$ cat src/rtl/vc32_pkg.sv
// rtl/vc32_pkg.sv - shared fetch-state encoding, queue-entry type and reset PC default
package vc32_pkg;

  localparam int unsigned RV_MAX = 32;
  localparam logic [31:0] RESET_PC_DEFAULT = 32'h0000_0000;

  typedef enum logic [1:0] {
    S_IDLE    = 2'd0,
    S_REQ     = 2'd1,
    S_DISCARD = 2'd2,
    S_HALT    = 2'd3
  } fetch_state_e;

  // pc is sized for the widest legal RV; narrower cores use the low bits
  typedef struct packed {
    logic [15:0]       parcel;
    logic [RV_MAX-1:0] pc;
    logic              fault;
  } qentry_t;

endpackage

$ cat src/rtl/ifetch_queue.sv
// rtl/ifetch_queue.sv - halfword FIFO accepting up to two pushes and one pop per cycle
module ifetch_queue
  import vc32_pkg::*;
#(
  parameter int unsigned DEPTH = 4
) (
  input  logic                   clk,
  input  logic                   rst_n,
  input  logic                   clr,
  input  logic [1:0]             push_cnt,
  input  qentry_t                push0,
  input  qentry_t                push1,
  input  logic                   pop,
  output logic [$clog2(DEPTH):0] count,
  output qentry_t                head
);

  localparam int unsigned AW = $clog2(DEPTH);

  qentry_t         r_mem [DEPTH];
  logic [AW-1:0]   r_wp;
  logic [AW-1:0]   r_rp;
  logic [AW:0]     r_count;

  always_ff @(posedge clk or negedge rst_n) begin
    if (!rst_n) begin
      for (int i = 0; i < int'(DEPTH); i++) r_mem[i] <= '0;
      r_wp    <= '0;
      r_rp    <= '0;
      r_count <= '0;
    end else if (clr) begin
      r_wp    <= '0;
      r_rp    <= '0;
      r_count <= '0;
    end else begin
      if (push_cnt != 2'd0) r_mem[r_wp] <= push0;
      if (push_cnt == 2'd2) r_mem[r_wp + AW'(1)] <= push1;
      r_wp <= r_wp + AW'(push_cnt);
      if (pop) r_rp <= r_rp + AW'(1);
      r_count <= r_count + (AW+1)'(push_cnt) - (AW+1)'(pop);
    end
  end

  assign count = r_count;
  assign head  = r_mem[r_rp];

endmodule

$ cat src/rtl/ifetch.sv
// rtl/ifetch.sv - word fetch with halfword prefetch queue feeding the compressed decoder
module ifetch
  import vc32_pkg::*;
#(
  parameter int unsigned   RV       = 32,
  parameter int unsigned   DEPTH    = 4,
  parameter logic [RV-1:0] RESET_PC = RV'(RESET_PC_DEFAULT)
) (
  input  logic          clk,
  input  logic          reset,
  input  logic          redirect,
  input  logic [RV-1:0] redirect_pc,
  input  logic          take,
  output logic [15:0]   ins,
  output logic [RV-1:0] ins_pc,
  output logic          ins_fault,
  output logic          idone,
  output logic          ireq,
  output logic [RV-1:0] iaddr,
  input  logic          iack,
  input  logic [31:0]   irdata,
  input  logic          ifault
);

  localparam int unsigned CW = $clog2(DEPTH) + 1;

  fetch_state_e  r_state;
  logic [RV-1:0] r_pc;
  logic [RV-1:0] r_iaddr;
  logic          r_ireq;

  logic [CW-1:0] w_count;
  logic [CW-1:0] w_cnt_next;
  logic [1:0]    w_npush;
  logic          w_ack;
  logic          w_pop;
  logic          w_issue_ok;
  logic [RV-1:0] w_word;
  logic [RV-1:0] w_next_word;
  logic [RV-1:0] w_redir_pc;
  qentry_t       w_e0;
  qentry_t       w_e1;
  qentry_t       w_head;

  assign w_ack       = r_ireq & iack;
  assign w_pop       = take & idone & ~redirect;
  assign w_npush     = (redirect || r_state != S_REQ || !w_ack) ? 2'd0 :
                       (r_pc[1] ? 2'd1 : 2'd2);
  assign w_cnt_next  = redirect ? '0 : w_count + CW'(w_npush) - CW'(w_pop);
  // space for a whole word must exist after this cycle's push and pop
  assign w_issue_ok  = (CW'(DEPTH) - w_cnt_next) >= CW'(2);
  assign w_word      = r_pc & ~RV'(3);
  assign w_next_word = w_word + RV'(4);
  assign w_redir_pc  = redirect_pc & ~RV'(1);

  always_comb begin
    w_e0        = '0;
    w_e1        = '0;
    w_e0.parcel = r_pc[1] ? irdata[31:16] : irdata[15:0];
    w_e0.pc     = RV_MAX'(r_pc[1] ? r_pc : w_word);
    w_e0.fault  = ifault;
    w_e1.parcel = irdata[31:16];
    w_e1.pc     = RV_MAX'(w_word + RV'(2));
    w_e1.fault  = ifault;
  end

  ifetch_queue #(.DEPTH(DEPTH)) u_queue (
    .clk      (clk),
    .rst_n    (reset),
    .clr      (redirect),
    .push_cnt (w_npush),
    .push0    (w_e0),
    .push1    (w_e1),
    .pop      (w_pop),
    .count    (w_count),
    .head     (w_head)
  );

  always_ff @(posedge clk or negedge reset) begin
    if (!reset) begin
      r_state <= S_IDLE;
      r_pc    <= RESET_PC;
      r_iaddr <= '0;
      r_ireq  <= 1'b0;
    end else if (redirect) begin
      r_pc <= w_redir_pc;
      if (r_ireq && !iack) begin
        r_state <= S_DISCARD;
      end else begin
        r_state <= S_REQ;
        r_ireq  <= 1'b1;
        r_iaddr <= w_redir_pc & ~RV'(3);
      end
    end else begin
      case (r_state)
        S_IDLE: if (w_issue_ok) begin
          r_state <= S_REQ;
          r_ireq  <= 1'b1;
          r_iaddr <= w_word;
        end
        S_REQ: if (iack) begin
          if (ifault) begin
            r_state <= S_HALT;
            r_ireq  <= 1'b0;
          end else begin
            r_pc <= w_next_word;
            if (w_issue_ok) begin
              r_iaddr <= w_next_word;
            end else begin
              r_state <= S_IDLE;
              r_ireq  <= 1'b0;
            end
          end
        end
        // stale word is dropped; the new target is requested straight away
        S_DISCARD: if (iack) begin
          r_state <= S_REQ;
          r_iaddr <= w_word;
        end
        S_HALT:  r_ireq  <= 1'b0;
        default: r_state <= S_IDLE;
      endcase
    end
  end

  assign ireq      = r_ireq;
  assign iaddr     = r_iaddr;
  assign idone     = (w_count != '0);
  assign ins       = w_head.parcel;
  assign ins_pc    = w_head.pc[RV-1:0];
  assign ins_fault = w_head.fault;

endmodule
$ cat config.mk
export PLATFORM = sky130hd
export DESIGN_NAME = ifetch
export DESIGN_NICKNAME = d
export VERILOG_FILES = /design/src/rtl/vc32_pkg.sv /design/src/rtl/ifetch_queue.sv /design/src/rtl/ifetch.sv
export SDC_FILE = /design/constraint.sdc
export NUM_CORES = 1
export LEC_CHECK = 0
export BUFFER_PORTS_ARGS = -buffer_cell sky130_fd_sc_hd__buf_2
export CORE_ASPECT_RATIO = 0.75
export CORE_MARGIN = 2
export CORE_UTILIZATION = 45
export DETAILED_ROUTE_END_ITERATION = 7
export GPL_TIMING_DRIVEN = 0
export PLACE_DENSITY = 0.62
export SYNTH_ARGS = -nofsm -noshare
export SYNTH_HDL_FRONTEND = slang
export SYNTH_SLANG_ARGS = --single-unit
$ cat constraint.sdc
create_clock -name clk -period 4 [get_ports clk]
set_clock_uncertainty 0.05 [all_clocks]
set_input_delay 0.2 -clock clk [delete_from_list [all_inputs] [get_ports clk]]
set_output_delay 0.2 -clock clk [all_outputs]
set_load 0.02 [all_outputs]
Word level (Yosys, flattened, before mapping)
Cells that the tools add are included.
- logic and storage cells: 119
- bits of input ports: 70
- register bits: 270
- output and inout port bits: 83
- equality and inequality tests: 13
- $lt $le $gt $ge: 6
- add/sub/neg operators: 8
- reduce and logical (&&, ||, !) cells: 19
- bitwise gates (word level): 7
- mux-type cells: 47
- operators with widths (operator ; count):
    $mux W196 ; 3
    $bwmux W196 ; 2
    $mux W32 ; 11
    $demux W49 S2 ; 2
    $mux W49 ; 4
    $bmux W49 S2 ; 1
    $pmux W32 S3 ; 1
    $add A32 B2 Y32 const B ; 1
    $add A32 B3 Y32 const B ; 1
    $mux W2 ; 13
    $mux W16 ; 1
    $ne A3 B3 Y1 const B ; 5
    $reduce_and A5 Y1 ; 2
    $ge A3 B3 Y1 const B ; 3
    $not A2 Y3 ; 3
    $reduce_bool A2 Y1 ; 4
    $reduce_bool A4 Y1 ; 2
    $reduce_and A7 Y1 ; 1
    $eq A2 B2 Y1 const B ; 3
    $lt A3 B1 Y1 const B ; 2
    $mux W1 ; 6
    $pmux W2 S3 ; 1
    $add A2 B1 Y2 const B ; 2
    $ne A2 B2 Y1 const B ; 2
    18 further kinds ; 24

Logic depth before layout (Yosys ltp)
- depth in word-level cells: 14
- depth in mapped cells: 18
- gate-level depth less buffers: 15

Hierarchy
Synthesis repeated with hierarchy kept, for this count alone.
- cell total of the unflattened synthesis: 1280
- area, all modules: 14659.1 µm²
- modules (own cells, without submodules) (module ; area an instance (µm²) ; sequential area each (µm²) ; cells each ; times used):
    ifetch_queue ; 10064.7 ; 5079.9 ; 778 ; 1
    ifetch ; 4594.4 ; 1601.5 ; 502 ; 1

Least setup slack after synthesis
OpenSTA, ideal clock, no wires.
- path type: register to register
- from: reg r_state[1]
- to: reg r_iaddr[16] (netlist: iaddr[16])
- data arrival time: 3961 ps
- required time: 3846 ps
- clock period less this slack: 4115 ps
- buffers on the path: 4
- slack: -115 ps
- setup time: 104 ps
- stages on the path, launching flop included: 17
- path through: dfrtp_1 or3b_1 buf_6 clkbuf_1 or3_1 ha_1 inv_1 fa_1 nand2_1 ha_1 or4_4 nor2_1 a211o_1 buf_2 buf_4 nand2_1 o41ai_2
- cells in the longest elaborated chain, start to end: 11
- elaborated cells between the ends (all ways): 21
- those cells by class: add/sub: 3; order compare: 1; eq/ne: 8; mux: 4; reduce/logical: 5
- RTL lines (item ; line ; source):
    start, declared ; ifetch.sv:27 ; fetch_state_e r_state;
    start signal, assigned ; ifetch.sv:81 ; r_state <= S_IDLE;
    start signal, assigned ; ifetch.sv:88 ; r_state <= S_DISCARD;
    start signal, assigned ; ifetch.sv:90 ; r_state <= S_REQ;
    $ne A2 B1 Y1 ; ifetch.sv:47 ; assign w_npush = (redirect || r_state != S_REQ || !w_ack) ? 2'd0 :
    $logic_or A1 B1 Y1 (2 in a row) ; ifetch.sv:47 ;
    $mux W2 ; ifetch.sv:47 ;
    $add A3 B2 Y3 ; ifetch.sv:49 ; assign w_cnt_next = redirect ? '0 : w_count + CW'(w_npush) - CW'(w_pop);
    $sub A3 B1 Y3 ; ifetch.sv:49 ;
    $mux W3 ; ifetch.sv:49 ;
    $sub A3 B3 Y3 ; ifetch.sv:51 ; assign w_issue_ok = (CW'(DEPTH) - w_cnt_next) >= CW'(2);
    $ge A3 B2 Y1 ; ifetch.sv:51 ;
    $ne A3 B3 Y1 (no source line) ; n/a ;
    $reduce_and A7 Y1 (no source line) ; n/a ;
    end signal, assigned ; ifetch.sv:92 ; r_iaddr <= w_redir_pc & ~RV'(3);
    end signal, assigned ; ifetch.sv:99 ; r_iaddr <= w_word;
    end signal, assigned ; ifetch.sv:108 ; r_iaddr <= w_next_word;
    end, declared ; ifetch.sv:29 ; logic [RV-1:0] r_iaddr;
Parallel ways exist; a longest one is shown, timed or not.
A chain may end at the register's enable or synchronous reset.

Worst setup path after layout
- from: reg r_state[1]
- to: reg r_iaddr[29] (netlist: iaddr[29])
- cells in the longest elaborated chain, start to end: 11
- elaborated cells between the ends (all ways): 21
- those cells by class: add/sub: 3; order compare: 1; eq/ne: 8; mux: 4; reduce/logical: 5
- RTL lines (item ; line ; source):
    $ne A2 B1 Y1 * ; ifetch.sv:47 ;
    $logic_or A1 B1 Y1 * (2 in a row) ; ifetch.sv:47 ;
    $mux W2 * ; ifetch.sv:47 ;
    $add A3 B2 Y3 * ; ifetch.sv:49 ;
    $sub A3 B1 Y3 * ; ifetch.sv:49 ;
    $mux W3 * ; ifetch.sv:49 ;
    named net w_cnt_next[1] ; ifetch.sv:33 ; logic [CW-1:0] w_cnt_next;
    $sub A3 B3 Y3 * ; ifetch.sv:51 ;
    $ge A3 B2 Y1 * ; ifetch.sv:51 ;
    $ne A3 B3 Y1 (no source line) ; n/a ;
    $reduce_and A7 Y1 (no source line) * ; n/a ;
The timed path passes the listed nets; every way through them passes the cells marked *.

==> impl_metrics.ini <==
[outcome]
status = complete, no violations

[cts]
clk_path_buf_depth = 3
cts.sink_count = 267
clk_pin_slew_ns = 0.06
clock-root-buffer = clkbuf_16
cts_max_level = 1
cts_buffers = 29
clk_latency_ns = 0.55
cts_tree = done

[final_layout]
utilization_pct = 55.9
n_fill_cell = 2763
regArea_sq_mm = 0.00669
synthToLayoutAreaGrowth_pct = 22.6
drive_above_1_share_pct = 23.0
multiInputGateArea_sq_mm = 0.00656
n_antenna_cell = 0
nNetsFinal = 1743

[logic_synthesis]
ys.warnings.count = 0
synth.distinct_cells = 72
ys.flop_type = dfrtp_1
synth_area_leaders = dfrtp_1 49%, mux4_2 8.0%, nand2_1 7.5%, o21ai_0 7.5%, nor2_1 2.8%
synthCells = 1420
async_flop_share_pct = 100
yosysMostFrequentCell = nand2_1
avgSynthCellArea_sq_um = 9.68
ys_top_cells_by_count = 276 x nand2_1, 267 x dfrtp_1, 205 x o21ai_0, 101 x nor2_1, 68 x a21oi_1
seq_area_frac_synth_pct = 48.6
netlist_area_sq_mm = 0.0137
synth_top_area_share_pct = 48.6
synth_top_area_cell = dfrtp_1
synth-seq-cells = 267
synth_edf_count = 0

[worst_setup_path]
critPathRequiredTime_ns = 4.39
slowest_stage = fa_1
path_buf_inv = 3
crit_family = simple AND/OR/NAND/NOR gates
crit_type = flip-flop to flip-flop
cp.arrival_ns = 4.34
end_kind = flip-flop
cp-start-kind = flip-flop
worst-path-max-fanout = 7
slowest_delay_ns = 0.51
cp_cell_sequence = or3b_4 > or3_4 > ha_4 > inv_2 > fa_1 > nand2_2 > inv_1 > ha_2 > or4_4 > nor4_4 > buf_4 > a211oi_4 > o211ai_1 > o32a_1

[floorplan]
start_util_pct = 45.6
die_x_um = 206
ioPinCount = 153
die_h_um = 155
core_area_sq_mm = 0.0301
die_area_sq_mm = 0.0320
rows = 55

[placed_design]
place_ws_ns = -0.793
place_hpwl_mm = 30.9
port_buffers = 148
place_congestion = 0.933

[timing]
maxSlewViolCount = 0
worst_slack_ns = 0.0475
fmax_mhz = 253
worst_slew_pin_slew_ns = 0.985
relSlewSlack_pct = 34.3
fin_crit_ns = 3.95
hold_violations = 0
finalSetupViolations = 0
rsz0062_at_grt = yes
min_period_over_period_pct = 98.8
timing.hold.ws_ns = 0.0150

[routing]
vias_per_cell = 5.81
routed_wl_mm = 44.1
antenna_left = 0
wl_per_cell_um = 21.1
drc = 0
vias = 12100
drtPass1Iterations = 6
drt-initial-drc-count = 1192

[power]
p_leak_nw = 7.44
total_power_mw = 11.4
intPower_mw = 7.16
swShare_pct = 37.3
ir_drop_v = 0.000389
p_seq_share_pct = 36.2
p_switching_mw = 4.26
pwr-share-comb_pct = 39.0
power_frac_clock_pct = 24.8
powerDensity_mw_per_mm2 = 677

[global_route]
gr-total-overflow = 0
grt_first_pass_wirelength_mm = 68.5
grt_max_degree = 119
grt_util_all_layers_pct = 27.8
antenna_found_initial = 0
grt_pass1_vias = 11900

[run]
max-cap-violations = 0

[hold_path]
worst_hold_path_type = primary input to flip-flop
worst paths after layout:
check	start	endpoint	slack [ns]	cells past startpoint
setup / recovery	r_state[1]	iaddr[29]	0.05	14
hold / removal	irdata[8]	u_queue.r_mem[41]	0.01	3
setup reg to reg	r_state[1]	iaddr[29]	0.05	14
hold reg to reg	iaddr[16]	iaddr[16]	0.43	2
max in group asynchronous	reset	u_queue.r_mem[140]	2.70	3
min in group asynchronous	reset	u_queue.r_mem[160]	0.16	2
cell type report:
class	instances	area share [%]
clock inverter	15	1.13
clock buffer	37	4.84
tap	399	2.96
sequential	267	39.7
inverter	14	0.312
timing repair buffer	218	8.72
multi-input combinational	1022	38.9
buffer	113	3.47
routing by layer:
layer / up-vias / global-route usage [%] / share of wire [%]
met3: 56 / 4.55 / 8.6
li1: 5482 / - / -
met5: - / 0 / 0
met1: 5991 / 44.0 / 47
met4: 0 / 5.10 / 1.7
met2: 586 / 40.4 / 43
placed cells by master (no fill, tap or decap), types with 18 or more instances in the layout:
master / synthesis / routed
clkbuf_1: 58 / 56
clkbuf_16: 0 / 29
buf_2: 38 / 184
o21ai_0: 205 / 198
buf_4: 9 / 19
nor3_1: 18 / 18
nor2_1: 101 / 97
o21ai_1: 21 / 26
dfrtp_1: 267 / 264
mux4_2: 49 / 49
mux2i_1: 28 / 28
nand2_1: 276 / 273
dlygate4sd3_1: 0 / 52
nand3_1: 27 / 27
a21oi_1: 68 / 67
xnor2_1: 29 / 29
logic make-up after synthesis:
group,after synthesis,synth area share (%)
xor gates and xnor gates,45,2.97
AOI/OAI and AO/OA,355,14.5
and+or+nand+nor,523,17.6
buffers and inverters,132,4.47
adders and majority gates,8,0.783
muxes,89,11.1
DFF,267,48.6
other,1,0.0273
through the flow:
step           cells  setup TNS [ns]  area (sq um)
2_1_floorplan   1421         -0.0164         13800
4_1_cts         2084         -0.0142         16800
6_report        2085               0         16900
5_1_grt         2085          -0.701         16900
3_5_place_dp    1970          -20.95         15100
3_3_place_gp    1968         -657.25         15000
flip-flops by register name (all words and copies together) (netlist names):
name / cells
ireq: 1
r_state: 2
u_queue.r_mem: 196
u_queue.r_rp: 2
r_pc: 31
u_queue.r_wp: 2
iaddr: 30
u_queue.count: 3
repair_timing:
item | in CTS | in global routing
endpoints found under the setup margin | 32 | 30
endpoints found under the hold margin | 191 | 0
hold buffers | 52 | 0
pin swaps | 9 | 14
buffers inserted | 11 | 3
gates cloned | 1 | 2
gates resized for setup | 22 | 27
worst reg2reg max path: stages, from the launching register on:
cell	delay (ns)
dfrtp_2	0.44
or3b_4	0.41
or3_4	0.39
ha_4	0.27
inv_2	0.03
fa_1	0.51
nand2_2	0.08
inv_1	0.11
ha_2	0.20
or4_4	0.14
nor4_4	0.05
buf_4	0.15
a211oi_4	0.48
o211ai_1	0.17
o32a_1	0.37
power groups by stage:
stage | logic (mW) | registers [mW] | clock network (mW)
5_1_grt | 4.85 | 4.23 | 2.98
2_1_floorplan | 2.71 | 4.19 | 0
6_report | 4.46 | 4.13 | 2.83
4_1_cts | 4.40 | 4.11 | 2.87
3_3_place_gp | 4.08 | 4.12 | 0
3_5_place_dp | 4.17 | 4.15 | 0
(Power assumes the default switching activity.)
